<file path="config.mk">
export PLATFORM = sky130hd
export DESIGN_NAME = activation_scheduler_flat
export DESIGN_NICKNAME = d
export VERILOG_FILES = /design/src/rtl/activation_scheduler_if.sv /design/src/rtl/activation_scheduler.sv /design/src/flat_wrapper.sv
export SDC_FILE = /design/constraint.sdc
export NUM_CORES = 1
export LEC_CHECK = 0
export ABC_AREA = 1
export CORE_ASPECT_RATIO = 1.5
export CORE_MARGIN = 1.5
export CORE_UTILIZATION = 46
export CTS_BUF_LIST = sky130_fd_sc_hd__clkbuf_2
export CTS_CLUSTER_DIAMETER = 40
export DETAILED_ROUTE_END_ITERATION = 7
export PLACE_DENSITY_LB_ADDON = 0.2
export SLEW_MARGIN = 40
export SYNTH_ARGS = -nofsm -noshare
export SYNTH_HDL_FRONTEND = slang
export SYNTH_SLANG_ARGS = --single-unit
</file>
<file path="constraint.sdc">
create_clock -name clk -period 2.4 [get_ports clk]
set_input_delay 0.48 -clock clk [delete_from_list [all_inputs] [get_ports clk]]
set_output_delay 0.48 -clock clk [all_outputs]
set_load 0.005 [all_outputs]
</file>
<file path="src/rtl/activation_scheduler_if.sv">
// activation_scheduler_if: request, sigmoid-unit and result signals of the activation scheduler.
// slave is the scheduler side; master is the side driving requests and the sigmoid result.

interface activation_scheduler_if #(
    parameter int unsigned NEURONS    = 4,
    parameter int unsigned DATA_WIDTH = 8,
    parameter int unsigned ID_W       = $clog2(NEURONS)
);
    logic [NEURONS-1:0]            req;
    logic [NEURONS*DATA_WIDTH-1:0] req_data;
    logic [NEURONS-1:0]            grant;
    logic [DATA_WIDTH-1:0]         act_in;
    logic                          act_enable;
    logic [DATA_WIDTH-1:0]         act_out;
    logic                          act_valid;
    logic [DATA_WIDTH-1:0]         res_data;
    logic [ID_W-1:0]               res_id;
    logic                          res_valid;
    logic                          layer_done;
    logic                          busy;
    logic                          err;

    modport master (
        output req, req_data, act_out, act_valid,
        input  grant, act_in, act_enable, res_data, res_id, res_valid, layer_done, busy, err
    );

    modport slave (
        input  req, req_data, act_out, act_valid,
        output grant, act_in, act_enable, res_data, res_id, res_valid, layer_done, busy, err
    );
endinterface

</file>
<file path="src/rtl/activation_scheduler.sv">
// activation_scheduler: round-robin arbiter that serialises neuron pre-activation sums through
// one shared sigmoid unit and returns tagged results.
// Optional WAIT watchdog: define ACT_SCHED_TIMEOUT_EN.

module activation_scheduler #(
    parameter int unsigned NEURONS    = 4,
    parameter int unsigned DATA_WIDTH = 8,
    parameter int unsigned ID_W       = $clog2(NEURONS)
) (
    input logic                   clk,
    input logic                   rst_n,
    activation_scheduler_if.slave sched_io
);
    localparam int unsigned CntW = ID_W + 1;

    typedef enum logic [1:0] {StIdle, StIssue, StWait, StWrite} state_e;

    state_e                state_q, state_d;
    logic [DATA_WIDTH-1:0] op_q, op_d;
    logic [DATA_WIDTH-1:0] res_data_q, res_data_d;
    logic [ID_W-1:0]       id_q, id_d;
    logic [ID_W-1:0]       res_id_q, res_id_d;
    logic [ID_W-1:0]       ptr_q, ptr_d;
    logic [CntW-1:0]       cnt_q, cnt_d;
    logic                  win_found;
    logic [ID_W-1:0]       win_idx;
    logic [NEURONS-1:0]    grant;
    logic                  last_res;
`ifdef ACT_SCHED_TIMEOUT_EN
    logic                  err_q, err_d;
    logic [2:0]            wdog_q, wdog_d;
`endif

    assign last_res = (cnt_q == CntW'(NEURONS - 1));

    // Round-robin search: first requester at or after the pointer, wrapping past NEURONS-1.
    always_comb begin
        int unsigned     cand;
        logic [ID_W-1:0] cand_idx;
        cand      = 0;
        cand_idx  = '0;
        win_found = 1'b0;
        win_idx   = '0;
        for (int unsigned k = 0; k < NEURONS; k++) begin
            cand = 32'(ptr_q) + k;
            if (cand >= NEURONS) begin
                cand = cand - NEURONS;
            end
            cand_idx = ID_W'(cand);
            if (!win_found && sched_io.req[cand_idx]) begin
                win_found = 1'b1;
                win_idx   = cand_idx;
            end
        end
    end

    // Next-state and grant logic for the IDLE/ISSUE/WAIT/WRITE sequence.
    always_comb begin
        state_d    = state_q;
        op_d       = op_q;
        id_d       = id_q;
        ptr_d      = ptr_q;
        cnt_d      = cnt_q;
        res_data_d = res_data_q;
        res_id_d   = res_id_q;
        grant      = '0;
`ifdef ACT_SCHED_TIMEOUT_EN
        err_d      = err_q;
        wdog_d     = wdog_q;
`endif
        case (state_q)
            StIdle: begin
                if (win_found) begin
                    grant[win_idx] = 1'b1;
                    op_d           = sched_io.req_data[32'(win_idx) * DATA_WIDTH +: DATA_WIDTH];
                    id_d           = win_idx;
                    ptr_d          = (win_idx == ID_W'(NEURONS - 1)) ? '0 : win_idx + 1'b1;
                    state_d        = StIssue;
                end
            end
            StIssue: begin
                state_d = StWait;
`ifdef ACT_SCHED_TIMEOUT_EN
                wdog_d  = '0;
`endif
            end
            StWait: begin
                if (sched_io.act_valid) begin
                    res_data_d = sched_io.act_out;
                    res_id_d   = id_q;
                    state_d    = StWrite;
                end
`ifdef ACT_SCHED_TIMEOUT_EN
                // Eighth silent WAIT cycle: give up and report a zero result for this neuron.
                else if (wdog_q == 3'd7) begin
                    res_data_d = '0;
                    res_id_d   = id_q;
                    err_d      = 1'b1;
                    state_d    = StWrite;
                end else begin
                    wdog_d = wdog_q + 3'd1;
                end
`endif
            end
            StWrite: begin
                cnt_d   = last_res ? '0 : cnt_q + 1'b1;
                state_d = StIdle;
            end
            default: state_d = StIdle;
        endcase
    end

    // State and datapath registers.
    always_ff @(posedge clk or negedge rst_n) begin
        if (!rst_n) begin
            state_q    <= StIdle;
            op_q       <= '0;
            id_q       <= '0;
            ptr_q      <= '0;
            cnt_q      <= '0;
            res_data_q <= '0;
            res_id_q   <= '0;
        end else begin
            state_q    <= state_d;
            op_q       <= op_d;
            id_q       <= id_d;
            ptr_q      <= ptr_d;
            cnt_q      <= cnt_d;
            res_data_q <= res_data_d;
            res_id_q   <= res_id_d;
        end
    end

`ifdef ACT_SCHED_TIMEOUT_EN
    // Watchdog counter and sticky error flag.
    always_ff @(posedge clk or negedge rst_n) begin
        if (!rst_n) begin
            err_q  <= 1'b0;
            wdog_q <= '0;
        end else begin
            err_q  <= err_d;
            wdog_q <= wdog_d;
        end
    end
    assign sched_io.err = err_q;
`else
    assign sched_io.err = 1'b0;
`endif

    // grant is combinational from req, so it is also forced low while reset is held.
    assign sched_io.grant      = rst_n ? grant : '0;
    assign sched_io.act_in     = op_q;
    assign sched_io.act_enable = (state_q == StIssue);
    assign sched_io.res_valid  = (state_q == StWrite);
    assign sched_io.res_data   = res_data_q;
    assign sched_io.res_id     = res_id_q;
    assign sched_io.layer_done = (state_q == StWrite) && last_res;
    assign sched_io.busy       = (state_q != StIdle);

endmodule

</file>
<file path="src/flat_wrapper.sv">
// flat-port wrapper written by rule: the top's interface ports become plain ports
module activation_scheduler_flat 
#(
    parameter int unsigned NEURONS    = 4,
    parameter int unsigned DATA_WIDTH = 8,
    parameter int unsigned ID_W       = $clog2(NEURONS)
)
  (clk, rst_n, sched_io_req, sched_io_req_data, sched_io_act_out, sched_io_act_valid, sched_io_grant, sched_io_act_in, sched_io_act_enable, sched_io_res_data, sched_io_res_id, sched_io_res_valid, sched_io_layer_done, sched_io_busy, sched_io_err);
  activation_scheduler_if #(.NEURONS(NEURONS), .DATA_WIDTH(DATA_WIDTH), .ID_W(ID_W)) sched_io_i ();
  input logic clk;
  input logic rst_n;
  input wire logic [$bits(sched_io_i.req)-1:0] sched_io_req;
  input wire logic [$bits(sched_io_i.req_data)-1:0] sched_io_req_data;
  input wire logic [$bits(sched_io_i.act_out)-1:0] sched_io_act_out;
  input wire logic [$bits(sched_io_i.act_valid)-1:0] sched_io_act_valid;
  output wire logic [$bits(sched_io_i.grant)-1:0] sched_io_grant;
  output wire logic [$bits(sched_io_i.act_in)-1:0] sched_io_act_in;
  output wire logic [$bits(sched_io_i.act_enable)-1:0] sched_io_act_enable;
  output wire logic [$bits(sched_io_i.res_data)-1:0] sched_io_res_data;
  output wire logic [$bits(sched_io_i.res_id)-1:0] sched_io_res_id;
  output wire logic [$bits(sched_io_i.res_valid)-1:0] sched_io_res_valid;
  output wire logic [$bits(sched_io_i.layer_done)-1:0] sched_io_layer_done;
  output wire logic [$bits(sched_io_i.busy)-1:0] sched_io_busy;
  output wire logic [$bits(sched_io_i.err)-1:0] sched_io_err;
  assign sched_io_i.req = sched_io_req;
  assign sched_io_i.req_data = sched_io_req_data;
  assign sched_io_i.act_out = sched_io_act_out;
  assign sched_io_i.act_valid = sched_io_act_valid;
  assign sched_io_grant = sched_io_i.grant;
  assign sched_io_act_in = sched_io_i.act_in;
  assign sched_io_act_enable = sched_io_i.act_enable;
  assign sched_io_res_data = sched_io_i.res_data;
  assign sched_io_res_id = sched_io_i.res_id;
  assign sched_io_res_valid = sched_io_i.res_valid;
  assign sched_io_layer_done = sched_io_i.layer_done;
  assign sched_io_busy = sched_io_i.busy;
  assign sched_io_err = sched_io_i.err;
  activation_scheduler #(.NEURONS(NEURONS), .DATA_WIDTH(DATA_WIDTH), .ID_W(ID_W)) u_core (.clk(clk), .rst_n(rst_n), .sched_io(sched_io_i));
endmodule
</file>
=== After elaboration in Yosys (flattened, before gate mapping) ===
Cells that the tools add are included.

* Register bits after elaboration: 27
* Bits in latches: 0
* Bits in writable memories: 0
* Memory bits (read-only): 0
* Memories kept: 0

* $add $sub $neg: 9
* Multipliers: 0
* Divide/modulo/power cells: 0
* Magnitude comparators: 10
* Equal/unequal tests: 7
* Shift-type cells: 1
* Mux-type cells: 30
* Bitwise logic cells: 0
* Reduce and logical (&&, ||, !) cells: 13

{| class="wikitable"
|+ Operator list
! kind !! count
|-
| 32-bit by 6-bit indexed part select with 8-bit output || 1
|-
| 2-bit two-way mux || 11
|-
| 2-bit by 3-bit less-than comparator with 1-bit output (second input constant) || 5
|-
| 4-bit two-way mux || 3
|-
| 3-bit greater-or-equal comparator (second input constant) || 3
|-
| 1-bit two-way mux || 9
|-
| 1-bit binary-select mux with 2-bit select || 4
|-
| 2-bit one-hot mux with 4 select lines || 1
|-
| 2-bit by 1-bit subtractor with 2-bit output (second input constant) || 4
|-
| 2-bit by 2-bit adder with 3-bit output (second input constant) || 2
|-
| 2-bit == test (second input constant) || 3
|-
| 2-bit AND reduction || 3
|-
| 1-bit logical AND || 5
|-
| 2-bit by 1-bit adder with 3-bit output (second input constant) || 1
|-
| 3-bit by 1-bit adder with 3-bit output (second input constant) || 1
|-
| 3-bit by 2-bit == test with 1-bit output (second input constant) || 1
|-
| 2-bit by 3-bit greater-or-equal comparator with 1-bit output (second input constant) || 1
|-
| 1-bit zero test || 3
|-
| 3-bit two-way mux || 1
|-
| 2-bit by 1-bit adder with 2-bit output (second input constant) || 1
|-
| 1-bit demux with 2-bit select || 1
|-
| 2-bit by 1-bit == test with 1-bit output (second input constant) || 1
|-
| 2-bit by 1-bit greater-or-equal comparator with 1-bit output (second input constant) || 1
|-
| 2-bit zero test || 1
|-
| 3 further kinds || 3
|}

=== Longest topological paths before layout ===
Gate-level depths: netlist of run 1.

* Depth after elaboration: 21
* Gate-level depth with buffers: 15

=== Worst setup path after synthesis of run 1 ===
No wires, ideal clock.

* Path kind: flip-flop to output port
* Start: register u_core.ptr_q[0]
* End: output sched_io_grant[3]
* Data arrival time: 1.598 ns
* Data required time: 1.920 ns
* Setup slack: 0.322 ns
* Stages on the path, launching flop included: 13
* Buffers on the path: 2
* Path through: dfrtp_1 buf_4 nand2_1 nand2_2 nand2_1 nand2_1 nor2_4 nand3_2 nand3_4 buf_6 inv_2 ha_1 nor3b_2

* Cells in the longest elaborated chain, start to end: 21
* Elaborated cells between the ends (all ways): 45

{| class="wikitable"
|+ Ends and longest elaborated chain
! item !! RTL line !! RTL
|-
| start, declared || activation_scheduler.sv:23 || <nowiki>logic [ID_W-1:0] ptr_q, ptr_d;</nowiki>
|-
| start signal, assigned || activation_scheduler.sv:127 || <nowiki>ptr_q <= ptr_d;</nowiki>
|-
| parallel branches: the longest is 18 deep, another holds 2-bit by 1-bit adder with 3-bit output || -- ||
|-
| 4-bit two-way mux * || activation_scheduler.sv:73 || <nowiki>if (win_found) begin</nowiki>
|-
| 4-bit two-way mux * || activation_scheduler.sv:71 || <nowiki>case (state_q)</nowiki>
|-
| 4-bit two-way mux * || activation_scheduler.sv:151 || <nowiki>assign sched_io.grant = rst_n ? grant : '0;</nowiki>
|-
| end, declared || flat_wrapper.sv:16 || <nowiki>output wire logic [$bits(sched_io_i.grant)-1:0] sched_io_grant;</nowiki>
|}

Mark *: on every way between the ends. The select of a mux whose other input is x is not followed.

=== Worst setup path after layout of run 1 ===
* Start: input sched_io_req[0]
* End: output sched_io_grant[3]

* Cells in the longest elaborated chain, start to end: 19
* Elaborated cells between the ends (all ways): 30

{| class="wikitable"
|+ Ends and longest elaborated chain
! item !! RTL line !! RTL
|-
| start, declared || flat_wrapper.sv:12 || <nowiki>input wire logic [$bits(sched_io_i.req)-1:0] sched_io_req;</nowiki>
|-
| 1-bit binary-select mux with 2-bit select || activation_scheduler.sv:50 || <nowiki>if (!win_found && sched_io.req[cand_idx]) begin</nowiki>
|-
| 1-bit two-way mux (implied by the code) || activation_scheduler.sv:50 ||
|-
| 1-bit two-way mux || activation_scheduler.sv:50 ||
|-
| 1-bit zero test || activation_scheduler.sv:50 ||
|-
| 1-bit logical AND || activation_scheduler.sv:50 ||
|-
| 1-bit two-way mux || activation_scheduler.sv:50 ||
|-
| 1-bit zero test || activation_scheduler.sv:50 ||
|-
| 1-bit logical AND || activation_scheduler.sv:50 ||
|-
| [3 not listed] || -- ||
|-
| 2-bit two-way mux || activation_scheduler.sv:50 ||
|-
| 2-bit by 3-bit less-than comparator with 1-bit output (implied by the code) or 2-bit by 1-bit greater-or-equal comparator with 1-bit output (tied branches) || activation_scheduler.sv:74 || <nowiki>grant[win_idx] = 1'b1;</nowiki>
|-
| 1-bit logical AND (implied by the code) || activation_scheduler.sv:74 ||
|-
| 1-bit two-way mux (implied by the code) || activation_scheduler.sv:74 ||
|-
| 1-bit demux with 2-bit select || -- ||
|-
| 4-bit two-way mux * || activation_scheduler.sv:73 ||
|-
| 4-bit two-way mux * || activation_scheduler.sv:71 ||
|-
| 4-bit two-way mux * || activation_scheduler.sv:151 ||
|}

Mark *: on every way between the ends. The rest lies on a longest branch, timed or not. The select of a mux whose other input is x is not followed.

==> flow_summary.ini, run 1 <==
[die]
die_h_um = 82.2
die_x_um = 55.8
start_util = 0.482
ios = 74
core_area_um2 = 3990
dieArea_um2 = 4590
num_rows = 28

[sta]
finalCriticalPeriod_ps = 2650
max_freq_ghz = 0.378
clock-skew-final_ps = 2.74
maxSlewViolCount = 0
rsz0062_at_grt = true
setup_ws_ps = -249
period_share = 1.10
hold_viol = 0
finalSetupViolCount = 4

[synth]
yosysWarningCount = 0
synth.yosys.seq_area_share = 0.351
synthDistinctLibCells = 30
synth_ff_type = dfrtp_1
ys_ff_latch = 27
ys_async_sr_fraction = 1.00
synthesis.nets = 301
synth.avg_cell_area_um2 = 7.80
synthTopCellsByArea = dfrtp_1, nand2_1, inv_1
synth_most_common_cell = nand2_1
syn_inst = 247
netlist_area_um2 = 1930
synth_area_leader_cell = dfrtp_1
synth_top_area_share = 0.351
synth_edf_count = 0
synthTopCellsByCount = nand2_1, inv_1, dfrtp_1

[setup_path]
crit_path_max_incr_delay_ps = 480
cp.required_ps = 1920
r2r_end = u_core.sched_io.act_in[3]
path_common_cell = nand3_4
critPathMaxFanout = 3
worstSetupEndpoint = sched_io_grant[3]
crit_type = in -> out
critPathLaunch = sched_io_req[0]
slowest_stage = clkdlybuf4s50_1
start_kind = input port
r2r-start = u_core.ptr_q[0]
worstRegToRegCells = 15
path_cells = clkdlybuf4s50_1 -> inv_1 -> nand2_1 -> nand3_2 -> nand2_2 -> nor2_4 -> buf_6 -> nand3_4 -> nand3_4 -> ha_4 -> nor3b_2 -> buf_2
crit_arrival_ps = 2170
r2r_slack_ps = 110
endpoint_kind = output pin

[outcome]
violations = setup timing
outcome = finished, violations left

[finish]
layout.cells.non_filler = 397
nNetsFinal = 407
fillers = 294
drive_gt1_frac = 0.324
final_core_util = 0.777
regArea_um2 = 677
synthToLayoutAreaGrowth_pct = 61.1
n_antenna_cell = 0
multi_input_area_um2 = 1150

[detailed_routing]
wire_per_inst_um = 14.1
drt_first_pass_iters = 4
avgViaCountPerCell = 5.05
drc = 0
vias = 2003
initialDrtViolationCount = 113
wirelength_mm = 5.60
antenna_left = 0

[global_route]
first_global_vias = 1938
gr-usage-all-layers = 0.228
grt_max_degree = 25
grt_pass1_wl_mm = 8.43
antenna_found_initial = 0
grt.overflow.total = 0

[cts]
numCtsBuffers = 3
cts.hold.buffers_added = 0
cts_sinks = 27
clk_latency_ps = 340
cts_tree = done
cts_buffer_depth = 2
ctsRootBufferMaster = clkbuf_2
clkTransAtPathRegs_ps = 220
htree_num_levels = 1

[placed_design]
dp_hpwl_mm = 3.84
gp_congestion = 0.799
dp_slack_ps = -530
numPortBuffers = 72
place_inst = 379

[hold_path]
hp-class = reg -> reg

[power_and_ir_drop]
powerDensity_nw_per_um2 = 1470
irDropWorstVdd_mv = 1.19
p_leak_nw = 1.55

[flow_run]
cap_violations = 0
-- metal layers --
layer | global-route usage | vias to the layer above | wire, um
li1 | - | 984 | -
met1 | 0.265 | 933 | 2200
met2 | 0.440 | 70 | 2970
met3 | 0.0234 | 16 | 276
met4 | 0.0714 | 0 | 149
met5 | 0 | - | 0
-- cell families (layout without fill, tap and decap cells) --
group / after synthesis / count (layout) / synth area share
mux: 8 / 8 / 0.0468
fa+ha+maj: 7 / 7 / 0.0455
compound gates: 17 / 17 / 0.0656
flops: 27 / 27 / 0.351
buf+inv: 54 / 159 / 0.122
simple gates: 133 / 133 / 0.367
other cells: 1 / 1 / 0.00195
-- state kept, by name, summed over array words and instances, names as in the netlist --
register                  cells
u_core.sched_io.act_in        8
u_core.sched_io.res_data      8
u_core.cnt_q                  3
u_core.id_q                   2
u_core.ptr_q                  2
u_core.sched_io.res_id        2
u_core.state_q                2
-- stage by stage --
stage	setup TNS [ps]	area, um2	power (W)	hold WS, ps
after floorplan	0	1930	0.00263	184
after global placement	-1910	2820	0.00367	467
after detailed placement	-2100	2820	0.00371	481
after CTS	-532	2990	0.00427	532
after global routing	-1310	3100	0.00493	541
final	-830	3100	0.00456	521
-- final cells by class --
| class | count | area share |
|---|---|---|
| repair buffers | 107 | 0.323 |
| flip-flops and latches | 27 | 0.218 |
| clock buffers | 4 | 0.00645 |
| well taps | 45 | 0.0182 |
| inverters | 47 | 0.0609 |
| multi-input cells | 166 | 0.371 |
| repair inverters | 1 | 0.00242 |
-- how the worst min path moves through the flow --
stage | start | to | slack (ps) | cells past startpoint
floorplan | rst_n | u_core.cnt_q[0] | 180 | 0
global placement | u_core.sched_io.act_in[0] | u_core.sched_io.act_in[0] | 470 | 2
finish | u_core.sched_io.act_in[0] | u_core.sched_io.act_in[0] | 520 | 2
detailed placement | u_core.sched_io.act_in[0] | u_core.sched_io.act_in[0] | 480 | 2
CTS | rst_n | u_core.sched_io.act_in[1] | 530 | 2
global route | rst_n | u_core.sched_io.act_in[7] | 540 | 2
-- where the power goes --
group	internal [W]	total, W	switching (W)
logic	0.00171	0.00358	0.00187
registers	0.000683	0.000820	0.000136
clock network	0.0000440	0.000163	0.000119
-- worst max-delay path: cells and delay by family --
family | cells | cell delay [ps]
buffers and inverters | 4 | 780
and+or+nand+nor | 7 | 750
adders and majority gates | 1 | 170
-- repair_timing --
action                                  4_1_cts  5_1_grt
gates resized for setup                      43       22
cloned                                        1        0
pin swaps                                    11       14
hold endpoints to repair                      0        0
setup buffers                                 7        6
endpoints found under the setup margin        4        5
-- layout by cell type (no fill, tap or decap), types with 3 or more instances in the layout --
| master | n |
|---|---|
| o21ai_0 | 5 |
| nand4_1 | 8 |
| nand2_1 | 54 |
| inv_2 | 6 |
| ha_1 | 5 |
| nor2_1 | 5 |
| inv_1 | 38 |
| buf_2 | 3 |
| a21oi_1 | 3 |
| nand3_4 | 6 |
| dfrtp_1 | 26 |
| buf_4 | 29 |
| nor2_4 | 3 |
| buf_6 | 5 |
| nand3_1 | 18 |
| clkdlybuf4s50_1 | 65 |
| nand3_2 | 5 |
| clkbuf_2 | 4 |
| or2_1 | 4 |
| nand2_2 | 18 |
| nand2_4 | 7 |
| o211ai_2 | 4 |
| mux2_2 | 8 |
Note: power is estimated with default switching activity, not from simulation.
==> inputs of run 2 (changes only) <==
Settings changed: TNS_END_PERCENT set to 1.
==> flow_summary.ini, run 2 (same netlist as run 1, synthesis figures left out) <==
[die]
die_h_um = 82.2
num_rows = 28
start_util = 0.482
ios = 74
die_x_um = 55.8
core_area_um2 = 3990
dieArea_um2 = 4590

[global_route]
grt.overflow.total = 0
gr-usage-all-layers = 0.226
grt_max_degree = 25
first_global_vias = 1944
antenna_found_initial = 0
grt_pass1_wl_mm = 8.38

[sta]
rsz0062_at_grt = true
maxSlewViolCount = 0
tns_ps = -672
max_freq_ghz = 0.380
setup_ws_ps = -230
hold_viol = 0
clock-skew-final_ps = 5.17
finalCriticalPeriod_ps = 2630
period_share = 1.10
finalSetupViolCount = 4

[placed_design]
numPortBuffers = 72
dp_hpwl_mm = 3.84
gp_congestion = 0.799

[finish]
mostFrequentLayoutCell = clkdlybuf4s50_1
regArea_um2 = 677
multi_input_area_um2 = 1120
fillers = 292
drive_gt1_frac = 0.306
n_antenna_cell = 0
nNetsFinal = 405
synthToLayoutAreaGrowth_pct = 58.5
final_cell_mix = clkdlybuf4s50_1, nand2_1, inv_1
final_core_util = 0.764

[detailed_routing]
avgViaCountPerCell = 4.98
drc = 0
vias = 1969
initialDrtViolationCount = 93
wirelength_mm = 5.22
wire_per_inst_um = 13.2
drt_first_pass_iters = 4
antenna_left = 0

[setup_path]
start_kind = input port
critPathMaxFanout = 3
crit_arrival_ps = 2150
crit_type = in -> out
endpoint_kind = output pin
cp.required_ps = 1920

[cts]
ctsRootBufferMaster = clkbuf_2
clkTransAtPathRegs_ps = 220
htree_num_levels = 1
cts.hold.buffers_added = 0
clk_latency_ps = 340
cts_tree = done
cts_buffer_depth = 2
cts_sinks = 27
numCtsBuffers = 3

[outcome]
outcome = finished, violations left
violations = setup timing

[power_and_ir_drop]
p_leak_nw = 1.53
irDropWorstVdd_mv = 1.52
powerDensity_nw_per_um2 = 1440

[flow_run]
cap_violations = 0

[hold_path]
hp-class = reg -> reg
==> run 2: cell types whose count changed in the layout (fill, tap and decap cells not counted), sizes merged <==
cell,change
buf,-2
dlygate4sd2,-1
clkdlybuf4s50,+1
==> run 2: power by group <==
part / switching, W / internal, W / leakage (nW) / total (W)
combinational: 0.00175 / 0.00166 / 1.18 / 0.00342
sequential: 0.000137 / 0.000683 / 0.326 / 0.000820
clock: 0.000119 / 0.0000440 / 0.0166 / 0.000163
==> run 2: worst max-delay path: stages <==
cell	delay [ps]
clkdlybuf4s50_1	480
inv_1	60
nand2_1	100
nand3_2	120
nand2_2	120
nor2_4	60
buf_6	120
nand3_4	80
nand3_4	90
ha_4	170
nor3b_2	140
buf_2	120
==> run 2: per-layer routing <==
metal / part of all wire / track usage / vias up
li1: - / - / 978
met1: 0.40 / 0.256 / 919
met2: 0.53 / 0.437 / 61
met3: 0.049 / 0.0265 / 11
met4: 0.023 / 0.0833 / 0
met5: 0 / 0 / -
==> run 2: per-stage QoR <==
stage	instance area [um2]	total power, W	hold WS [ps]	worst slack [ps]	instances
final	3050	0.00440	522	-230	395
after global routing	3050	0.00477	531	-332	395
after CTS	2980	0.00425	532	-180	391
after detailed placement	2820	0.00371	481	-530	379
after global placement	2820	0.00367	467	-483	379
after floorplan	1930	0.00263	184	322	247
==> run 2: timing repair <==
| item | CTS | global route |
|---|---|---|
| gates cloned | 1 | 0 |
| setup endpoints to repair | 4 | 5 |
| setup buffers | 7 | 4 |
| pin swaps | 11 | 11 |
| gates resized for setup | 40 | 13 |
==> run 2: layout make-up <==
| cell class | count | area share |
|---|---|---|
| sequential | 27 | 0.222 |
| multi-input combinational | 166 | 0.368 |
| timing repair buffer | 105 | 0.323 |
| timing repair inverter | 1 | 0.00246 |
| clock buffer | 4 | 0.00656 |
| tap | 45 | 0.0184 |
| inverter | 47 | 0.0594 |
==> run 2: final timing paths <==
kind / depth (start not counted) / start / slack (ps) / endpoint
max: 12 / sched_io_req[0] / -230 / sched_io_grant[3]
min: 2 / u_core.sched_io.act_in[0] / 520 / u_core.sched_io.act_in[0]
max reg2reg: 15 / u_core.ptr_q[0] / 130 / u_core.sched_io.act_in[3]
min reg2reg: 2 / u_core.sched_io.act_in[0] / 520 / u_core.sched_io.act_in[0]
max in group asynchronous: 2 / rst_n / 1500 / u_core.ptr_q[0]
min in group asynchronous: 2 / rst_n / 540 / u_core.sched_io.act_in[7]
==> inputs of run 3 (changes only) <==
Settings changed: ABC_CLOCK_PERIOD_IN_PS set to 2400.
==> results of run 3 <==
No change in the layout: final DEF, timing and power equal those of run 2.
